==> src/rtl/board_input_conditioner.sv <==
// board_input_conditioner: synchronise, polarity-correct and debounce board inputs into clean levels,
// single-cycle edge pulses and sticky rise events with a maskable interrupt.
module board_input_conditioner #(
    parameter int unsigned      NumIn          = 20,
    parameter int unsigned      SyncStages     = 2,
    parameter int unsigned      DebounceCycles = 500000,
    parameter logic [NumIn-1:0] InvertMask     = '0
) (
    input  logic             clk_sys_i,
    input  logic             rst_sys_ni,
    input  logic [NumIn-1:0] raw_i,
    output logic [NumIn-1:0] level_o,
    output logic [NumIn-1:0] rise_o,
    output logic [NumIn-1:0] fall_o,
    output logic [NumIn-1:0] event_o,
    input  logic [NumIn-1:0] event_clr_i,
    input  logic [NumIn-1:0] irq_en_i,
    output logic             irq_o
);
    localparam int unsigned CntW = $clog2(DebounceCycles + 1);

    typedef enum logic [1:0] {STABLE_LO, WAIT_HI, STABLE_HI, WAIT_LO} state_e;

    logic [SyncStages-1:0][NumIn-1:0] sync_q;
    logic [NumIn-1:0]                 s;

    // Reset to the inactive raw level so active-low inputs read idle as 0.
    always_ff @(posedge clk_sys_i or negedge rst_sys_ni) begin
        if (!rst_sys_ni) sync_q <= {SyncStages{InvertMask}};
        else             sync_q <= {sync_q[SyncStages-2:0], raw_i};
    end

    assign s = sync_q[SyncStages-1] ^ InvertMask;

    for (genvar g = 0; g < NumIn; g++) begin : g_ch
        state_e          state_q;
        logic [CntW-1:0] cnt_q;
        logic            level_q;
        logic            rise_q;
        logic            fall_q;
        always_ff @(posedge clk_sys_i or negedge rst_sys_ni) begin
            if (!rst_sys_ni) begin
                state_q <= STABLE_LO;
                cnt_q   <= '0;
                level_q <= 1'b0;
                rise_q  <= 1'b0;
                fall_q  <= 1'b0;
            end else begin
                rise_q <= 1'b0;
                fall_q <= 1'b0;
                case (state_q)
                    STABLE_LO: if (s[g]) begin
                        state_q <= WAIT_HI;
                        cnt_q   <= CntW'(1);
                    end
                    WAIT_HI: if (!s[g]) begin
                        state_q <= STABLE_LO;
                        cnt_q   <= '0;
                    end else if (cnt_q == CntW'(DebounceCycles)) begin
                        state_q <= STABLE_HI;
                        cnt_q   <= '0;
                        level_q <= 1'b1;
                        rise_q  <= 1'b1;
                    end else begin
                        cnt_q <= cnt_q + CntW'(1);
                    end
                    STABLE_HI: if (!s[g]) begin
                        state_q <= WAIT_LO;
                        cnt_q   <= CntW'(1);
                    end
                    WAIT_LO: if (s[g]) begin
                        state_q <= STABLE_HI;
                        cnt_q   <= '0;
                    end else if (cnt_q == CntW'(DebounceCycles)) begin
                        state_q <= STABLE_LO;
                        cnt_q   <= '0;
                        level_q <= 1'b0;
                        fall_q  <= 1'b1;
                    end else begin
                        cnt_q <= cnt_q + CntW'(1);
                    end
                    default: state_q <= STABLE_LO;
                endcase
            end
        end
        assign level_o[g] = level_q;
        assign rise_o[g]  = rise_q;
        assign fall_o[g]  = fall_q;
    end

    // A rise arriving together with a clear keeps the flag set.
    always_ff @(posedge clk_sys_i or negedge rst_sys_ni) begin
        if (!rst_sys_ni) event_o <= '0;
        else             event_o <= rise_o | (event_o & ~event_clr_i);
    end

    assign irq_o = |(event_o & irq_en_i);
endmodule

==> config.mk <==
export PLATFORM = sky130hd
export DESIGN_NAME = board_input_conditioner
export DESIGN_NICKNAME = d
export VERILOG_FILES = /design/src/rtl/board_input_conditioner.sv
export SDC_FILE = /design/constraint.sdc
export NUM_CORES = 1
export LEC_CHECK = 0
export CAP_MARGIN = 10
export CORE_MARGIN = 10
export CORE_UTILIZATION = 47
export CTS_CLUSTER_DIAMETER = 50
export CTS_CLUSTER_SIZE = 10
export DETAILED_ROUTE_END_ITERATION = 8
export GPL_ROUTABILITY_DRIVEN = 0
export MAX_ROUTING_LAYER = met4
export PLACE_DENSITY = 0.67
export SYNTH_ARGS = -nofsm -noshare
export SYNTH_HDL_FRONTEND = slang
export SYNTH_SLANG_ARGS = --single-unit
==> constraint.sdc <==
create_clock -name clk_sys_i -period 2.8 [get_ports clk_sys_i]
set_input_delay 0.28 -clock clk_sys_i [delete_from_list [all_inputs] [get_ports clk_sys_i]]
set_output_delay 0.28 -clock clk_sys_i [all_outputs]
set_load 0.05 [all_outputs]
### Word level (Yosys, flattened, before mapping)

Index checks and enable logic that the tools add are counted.

| word-level totals | value |
|---|---|
| bits in registers | 540 |
| output and inout bits | 81 |
| word-level logic and storage cells | 928 |

| cells by class | value |
|---|---|
| $add $sub $neg | 20 |
| equality and inequality tests | 240 |
| multiplexer cells | 460 |
| bitwise operators | 4 |
| reduce and logical (&&, ||, !) cells | 101 |

Operator list:

| kind | count |
|---|---|
| two-way mux 19 bit | 100 |
| case mux 19 bit (4 select lines) | 20 |
| adder 19 x 1 -> 19 bit, second input constant | 20 |
| == test 19 bit, second input constant | 20 |
| two-way mux 2 bit | 120 |
| inequality test 2 bit, second input constant | 120 |
| two-way mux 1 bit | 180 |
| case mux 2 bit (4 select lines) | 20 |
| inequality test 3 bit, second input constant | 40 |
| AND reduction 5 bit | 20 |
| == test 2 bit, second input constant | 40 |
| AND reduction 4 bit | 20 |
| AND 20 bit | 2 |
| == test 2 x 1 -> 1 bit, second input constant | 20 |
| logical NOT 2 bit | 20 |
| case mux 1 bit (2 select lines) | 20 |
| AND reduction 2 bit | 20 |
| nonzero test 2 bit | 20 |
| NOT 20 bit | 1 |
| bitwise OR 20 bit | 1 |
| OR reduction 20 bit | 1 |

### Depth between registers and ports, before layout

Gate-level depths: netlist (run 1).

| depth | value |
|---|---|
| depth after elaboration | 4 |
| mapped depth | 9 |

### Least setup slack after synthesis (run 1)

No wires, ideal clock.

| timing path | value |
|---|---|
| kind | register -> register |
| start | register g_ch[0].cnt_q[10] |
| end | register g_ch[0].cnt_q[17] |
| data arrival time | 1.897 ns |
| data required time | 2.676 ns |
| path slack | 0.779 ns |
| stages on the path, launching flop included | 8 |
| buffers on the path | 2 |
| cell sequence | dfrtp_1 -> or4b_4 -> nor4_4 -> a21oi_2 -> buf_6 -> buf_6 -> a32oi_1 -> nand2_1 |

| on the way | value |
|---|---|
| longest elaborated chain between the ends | 4 |

Ends and longest elaborated chain:

| element | RTL line | RTL |
|---|---|---|
| start: declaration | 37 | `logic [CntW-1:0] cnt_q;` |
| start signal: assignment | 54 | `cnt_q <= CntW'(1);` |
| start signal: assignment | 65 | `cnt_q <= cnt_q + CntW'(1);` |
| start signal: assignment | 69 | `cnt_q <= CntW'(1);` |
| adder 19 x 1 -> 19 bit or == test 19 bit (tied branches) | - |  |
| two-way mux 19 bit * | 59, 74 |  |
| two-way mux 19 bit, on equally long branches | 71, 56 |  |
| case mux 19 bit (4 select lines) * | 51 | `case (state_q)` |

Every way passes the cells marked *; elsewhere a longest branch is shown, timed or not.
A chain may end at the register's enable or synchronous reset.

### Worst setup path in the final report (run 1)

| timing path | value |
|---|---|
| start | register event_o[18] |
| end | output irq_o |

| on the way | value |
|---|---|
| longest elaborated chain between the ends | 2 |

Ends and longest elaborated chain:

| element | RTL line | RTL |
|---|---|---|
| start: declaration | 15 | `output logic [NumIn-1:0] event_o,` |
| start signal: assignment | 94 | `else event_o <= rise_o \| (event_o & ~event_clr_i);` |
| AND 20 bit | 97 | `assign irq_o = \|(event_o & irq_en_i);` |
| OR reduction 20 bit | 97 |  |
| end: declaration | 18 | `output logic irq_o` |

Every way passes these cells.

==> impl_metrics.ini, run 1 <==
[logic_synthesis]
yosysWarnings = 0
syn_area_um2 = 27600
syn_nets = 3028
synth_top_family_by_area = simple AND/OR/NAND/NOR gates
synth_seq_area_share = 0.490
synth-edff-count = 0
synth_top_area_frac = 0.490
synth-xor-area-share = 0.0518
syn_avg_cell_area_um2 = 9.43
synth-compound-area-share = 0.141
yosys.area_share.simple = 0.239
synth_top_area_cell = dfrtp_1
synthCells = 2926
ys_ff_latch = 540
ys.flop_type = dfrtp_1
synth.distinct_cells = 84
synth_mux_area_frac = 0.00966
yosys.area_share.adder = 0.0181
synth-async-reset-ratio = 1.00
synthTopCellsByArea = dfrtp_1, nor2_1, nand2_1

[global_routing]
grt_usage = 0.177
grt_max_degree = 88
gr-total-overflow = 0
grt_pass1_vias = 21344
antenna_found_initial = 2
grt_pass1_wl_mm = 104

[floorplanning]
die_x_um = 262
design.die.area_um2 = 68800
row_count = 88
io_pins = 143
initial_core_util = 0.476
die_h_um = 262
core_area_um2 = 57900

[sta]
period_share = 0.890
relSlewSlack = 0.251
clock.fmax_mhz = 401
hold_violations = 0
tightestPinTransition_ps = 1120
fin_crit_ps = 2490
tns_ps = 0
fin_worst_skew_ps = 18.7
grt_setup_unrepaired = no
finalMaxSlewViolations = 0
finalSetupViolations = 0

[clock_network]
htreeDepth = 3
cts_setup_buffers = 0
insertion_delay_ps = 600
tritoncts = yes
ctsResizeCount = 0
clock-root-buffer = clkbuf_16
path_clk_slew_ps = 50
clockBufferDepth = 3
cts_buffers = 70
cts_sinks = 540

[routing]
highest_layer = met4
wl_met3_mm = 3.00
ant_nets = 0
wl_mm = 60.1
drcViolationCount = 0
wl_per_cell_um = 15.7
dr.pass1.iters = 5
first_iter_violations = 1478
viasPerCell = 5.76
wl_met2_mm = 27.9
drt-met1-wl_mm = 28.2
vias = 22005

[finish]
drive_gt1_frac = 0.0648
syn_to_final_growth_pct = 14.3
fin_area_um2 = 31500
final_nets = 3127
fin_util = 0.544

[setup_path]
crit_fanout = 2
rr_worst_depth = 7
cp.required_ps = 2520
worstSetupEndpointType = output pin
startpoint_type = flop
cp.arrival_ps = 2210
critPathKind = flop to output pin

[pwr]
p_sw_mw = 5.07
power.share.switching = 0.268
p_leak_nw = 13.5
p_clk_frac = 0.432
ir_drop_uv = 459
comb_power_share = 0.108
p_int_mw = 13.8
p_per_area_nw_per_um2 = 600
p_seq_frac = 0.461

[placement]
io_buffers = 142
hpwlAfterDp_mm = 41.7
place_area_um2 = 29400

[run_status]
outcome = finished clean

[run]
max_cap_violations = 0

[min_path]
min_path_cells = 1
min_path_type = primary input to flop
synth_stat cells, types with 7 or more instances:
master and instances:
inv_1 140, nand4_1 90, or4_1 12, mux2i_1 21, a31oi_1 128, or2_2 18
clkbuf_1 62, a22oi_1 9, a22o_1 38, a2bb2oi_1 7, and2_1 34, a21oi_1 164
nor2b_1 7, xor2_1 86, nand2b_1 42, a41oi_1 28, nand3_1 176, nor2_1 277
nor4b_1 24, o211ai_1 8, buf_2 20, and4_1 32, dfrtp_1 540, or3_1 19
o21a_1 13, nor4_1 33, a21o_1 39, xnor2_1 77, and3_1 60, nor4bb_1 9
nand2_1 271, nor3_1 81, o311ai_0 8, nand3b_1 8, buf_4 63, o21ai_0 109
ha_1 40
critical path, cell delays in order, from the launching register on:
cell,delay (ps)
dfrtp_1,460
a22o_1,370
a221oi_1,290
and3_1,210
nand4_1,90
buf_4,200
sequential cells by signal (all words and copies together), names as in the netlist, named ones only:
| signal | cells |
|---|---|
| event_o | 20 |
| g_ch.cnt_q | 380 |
| g_ch.fall_q | 20 |
| g_ch.level_q | 20 |
| g_ch.rise_q | 20 |
| g_ch.state_q | 20 |
| s | 20 |
| sync_q | 20 |
per-layer routing:
layer | up-vias | GRT usage
met5 | - | -
li1 | 10680 | -
met1 | 10734 | 0.233
met2 | 513 | 0.275
met4 | 0 | 0.0443
met3 | 78 | 0.0382
final cells by class:
cell class	count	area, um^2
antenna	1	2.50
multi-input combinational	2092	12700
tap	765	957
clock inverter	16	136
inverter	140	526
sequential	540	13500
clock buffer	87	1930
fill	5042	26400
timing repair buffer	181	1760
repair_timing:
action | 4_1_cts | 5_1_grt
endpoints found under the hold margin | 54 | 0
hold buffers | 1 | 0
setup endpoints to repair | 0 | 0
cells in the final DEF (no fill, tap or decap), drive strengths merged, types with 42 or more instances in the layout:
cell type / netlist / routed
dfrtp: 540 / 540
nor2: 282 / 282
nand2: 271 / 271
nand3: 176 / 176
a21oi: 169 / 169
inv: 140 / 145
clkdlybuf4s50: 0 / 140
a31oi: 128 / 128
o21ai: 112 / 112
nand4: 90 / 90
clkbuf: 63 / 87
xor2: 86 / 86
nor3: 86 / 86
xnor2: 77 / 77
and3: 60 / 60
nand2b: 42 / 42
final timing paths:
path                                   from                 end  slack [ps]
max in group asynchronous        rst_sys_ni  g_ch[19].cnt_q[10]        1610
max reg2reg                g_ch[4].cnt_q[0]   g_ch[4].cnt_q[11]         350
max                             event_o[18]               irq_o         310
min reg2reg                       sync_q[7]                s[7]         340
min in group asynchronous        rst_sys_ni    g_ch[5].cnt_q[2]         270
min                               raw_i[11]          sync_q[11]         130
cells by family (layout without fill, tap and decap cells):
family,after synthesis,after routing
other,0,1
DFF,540,540
muxes,26,26
buffers and inverters,294,424
xor gates and xnor gates,163,163
AOI/OAI and AO/OA,610,610
adders and majority gates,40,40
and+or+nand+nor,1253,1253
through the flow:
stage / power, mW / hold WS, ps / setup WS [ps] / std cells
after floorplan: 10.1 / -15.6 / 779 / 2926
after global placement: 10.8 / 300 / 464 / 3717
after detailed placement: 10.9 / 307 / 407 / 3717
after CTS: 19.2 / 90.0 / 256 / 3821
after global routing: 19.9 / 96.3 / 12.7 / 3822
final: 18.9 / 127 / 309 / 3822
power by group through the flow:
stage	clock network (mW)	registers, mW	logic, mW
final	8.16	8.71	2.03
after global routing	8.77	8.78	2.34
after CTS	8.44	8.69	2.05
after detailed placement	0	8.82	2.03
after global placement	0	8.80	1.96
after floorplan	0	8.62	1.49
Note: power is estimated with default switching activity, not from simulation.
==> run 2: changes to the inputs <==
==> constraint.sdc (replaced) <==
create_clock -name clk_sys_i -period 2.8 [get_ports clk_sys_i]
set_input_delay 0.28 -clock clk_sys_i [delete_from_list [all_inputs] [get_ports clk_sys_i]]
set_output_delay 0.28 -clock clk_sys_i [all_outputs]
set_load 0.01 [all_outputs]
==> run 2 against run 1 <==
Setup slack lost 110 ps. Hold slack worse by 5.2 ps. Total power rose by 3.5%. Maximum frequency shrank 4.4%. Global-route usage increased by 0.10 points.
==> impl_metrics.ini, run 2 (same netlist as run 1, synthesis figures left out) <==
[routing]
viasPerCell = 5.72
dr.pass1.iters = 6
ant_nets = 0
vias = 21917
wl_mm = 61.0
wl_per_cell_um = 15.9
first_iter_violations = 1660
drcViolationCount = 0

[placement]
hpwlAfterDp_mm = 42.2
dp_slack_ps = 263
io_buffers = 142
dp_cells = 3715

[floorplanning]
core_area_um2 = 57900
die_x_um = 262
initial_core_util = 0.476
io_pins = 143
row_count = 88
die_h_um = 262
design.die.area_um2 = 68800

[clock_network]
clock-root-buffer = clkbuf_16
htreeDepth = 3
clockBufferDepth = 3
cts_sinks = 540
insertion_delay_ps = 590
tritoncts = yes
cts_setup_buffers = 0
cts_buffers = 75
path_clk_slew_ps = 50

[setup_path]
cp.arrival_ps = 2330
worstSetupEndpointType = output pin
cp_top_family = buffers and inverters
crit_path_top_delay_cell = dfrtp_1
worstPathCellList = a22o_1, a221oi_1, buf_4, and3_2, nand4_1, dlygate4sd2_1
cp.required_ps = 2520
startpoint_type = flop
crit_buf_inv = 2
crit_fanout = 3
critPathKind = flop to output pin
max_stage_delay_ps = 420

[pwr]
ir_drop_uv = 519
p_sw_mw = 5.22
power.share.switching = 0.267
finalPower_mw = 19.6
p_clk_frac = 0.450
p_per_area_nw_per_um2 = 616
p_seq_frac = 0.445
comb_power_share = 0.105
p_leak_nw = 13.6
p_int_mw = 14.3

[global_routing]
gr-total-overflow = 0
grt_usage = 0.178
grt_pass1_vias = 21206
grt_max_degree = 83
antenna_found_initial = 1
grt_pass1_wl_mm = 104

[sta]
grt_setup_unrepaired = no
finalSetupViolations = 0
setup_ws_ps = 195
tightestPinTransition_ps = 1160
fin_crit_ps = 2610
period_share = 0.931
clock.fmax_mhz = 384
fin_worst_skew_ps = 15.4
finalMaxSlewViolations = 0
relSlewSlack = 0.230
hold_violations = 0
tns_ps = 0

[finish]
largest_register_ff_count = 380
layout_commonest_cell = dfrtp_1
stdcell_count = 3831
largest-register = g_ch.cnt_q
drive_gt1_frac = 0.0688
final_nets = 3130
final_cell_mix = dfrtp_1, nor2_1, nand2_1
fin_util = 0.549
syn_to_final_growth_pct = 15.2

[min_path]
min_path_type = primary input to flop

[run]
max_cap_violations = 0

[run_status]
outcome = finished clean
-- run 2: routing by layer --
layer  wire (um)  global-route usage
met5           0                   -
met4        1410              0.0541
met3        3130              0.0387
met2       27900               0.273
met1       28500               0.234
-- run 2: layout make-up --
class / count / area (um^2)
antenna: 1 / 2.50
clock buffer: 94 / 2130
tap: 765 / 957
inverter: 140 / 526
clock inverter: 20 / 168
sequential: 540 / 13500
timing repair buffer: 179 / 1770
multi-input combinational: 2092 / 12700
fill: 5130 / 26100
-- run 2: path summary, 6_finish.rpt --
path	start	slack [ps]	endpoint	cells after the start
min in group asynchronous	rst_sys_ni	270	g_ch[5].cnt_q[0]	2
max	event_o[19]	190	irq_o	6
max in group asynchronous	rst_sys_ni	1610	g_ch[19].cnt_q[6]	3
max reg2reg	g_ch[4].cnt_q[0]	290	g_ch[4].cnt_q[12]	7
min	raw_i[18]	120	sync_q[18]	1
min reg2reg	sync_q[16]	350	s[16]	0
-- run 2: stage by stage --
| stage | instance area [um^2] | hold slack [ps] |
|---|---|---|
| 6_report | 31800 | 121 |
| 5_1_grt | 31800 | 91.7 |
| 4_1_cts | 31800 | 84.8 |
| 3_5_place_dp | 29500 | 318 |
| 3_3_place_gp | 29500 | 306 |
| 2_1_floorplan | 27600 | -15.6 |
-- run 2: power by group through the flow --
stage	combinational (mW)	clock, mW	sequential (mW)
after floorplan	1.49	0	8.62
after global placement	1.96	0	8.79
after detailed placement	2.05	0	8.82
after CTS	2.06	9.09	8.69
after global routing	2.35	9.41	8.77
final	2.05	8.81	8.70
-- run 2: repair_timing --
action,in CTS,in global routing
hold buffers,1,0
hold endpoints to repair,62,0
endpoints found under the setup margin,1,0
gates resized for setup,2,0
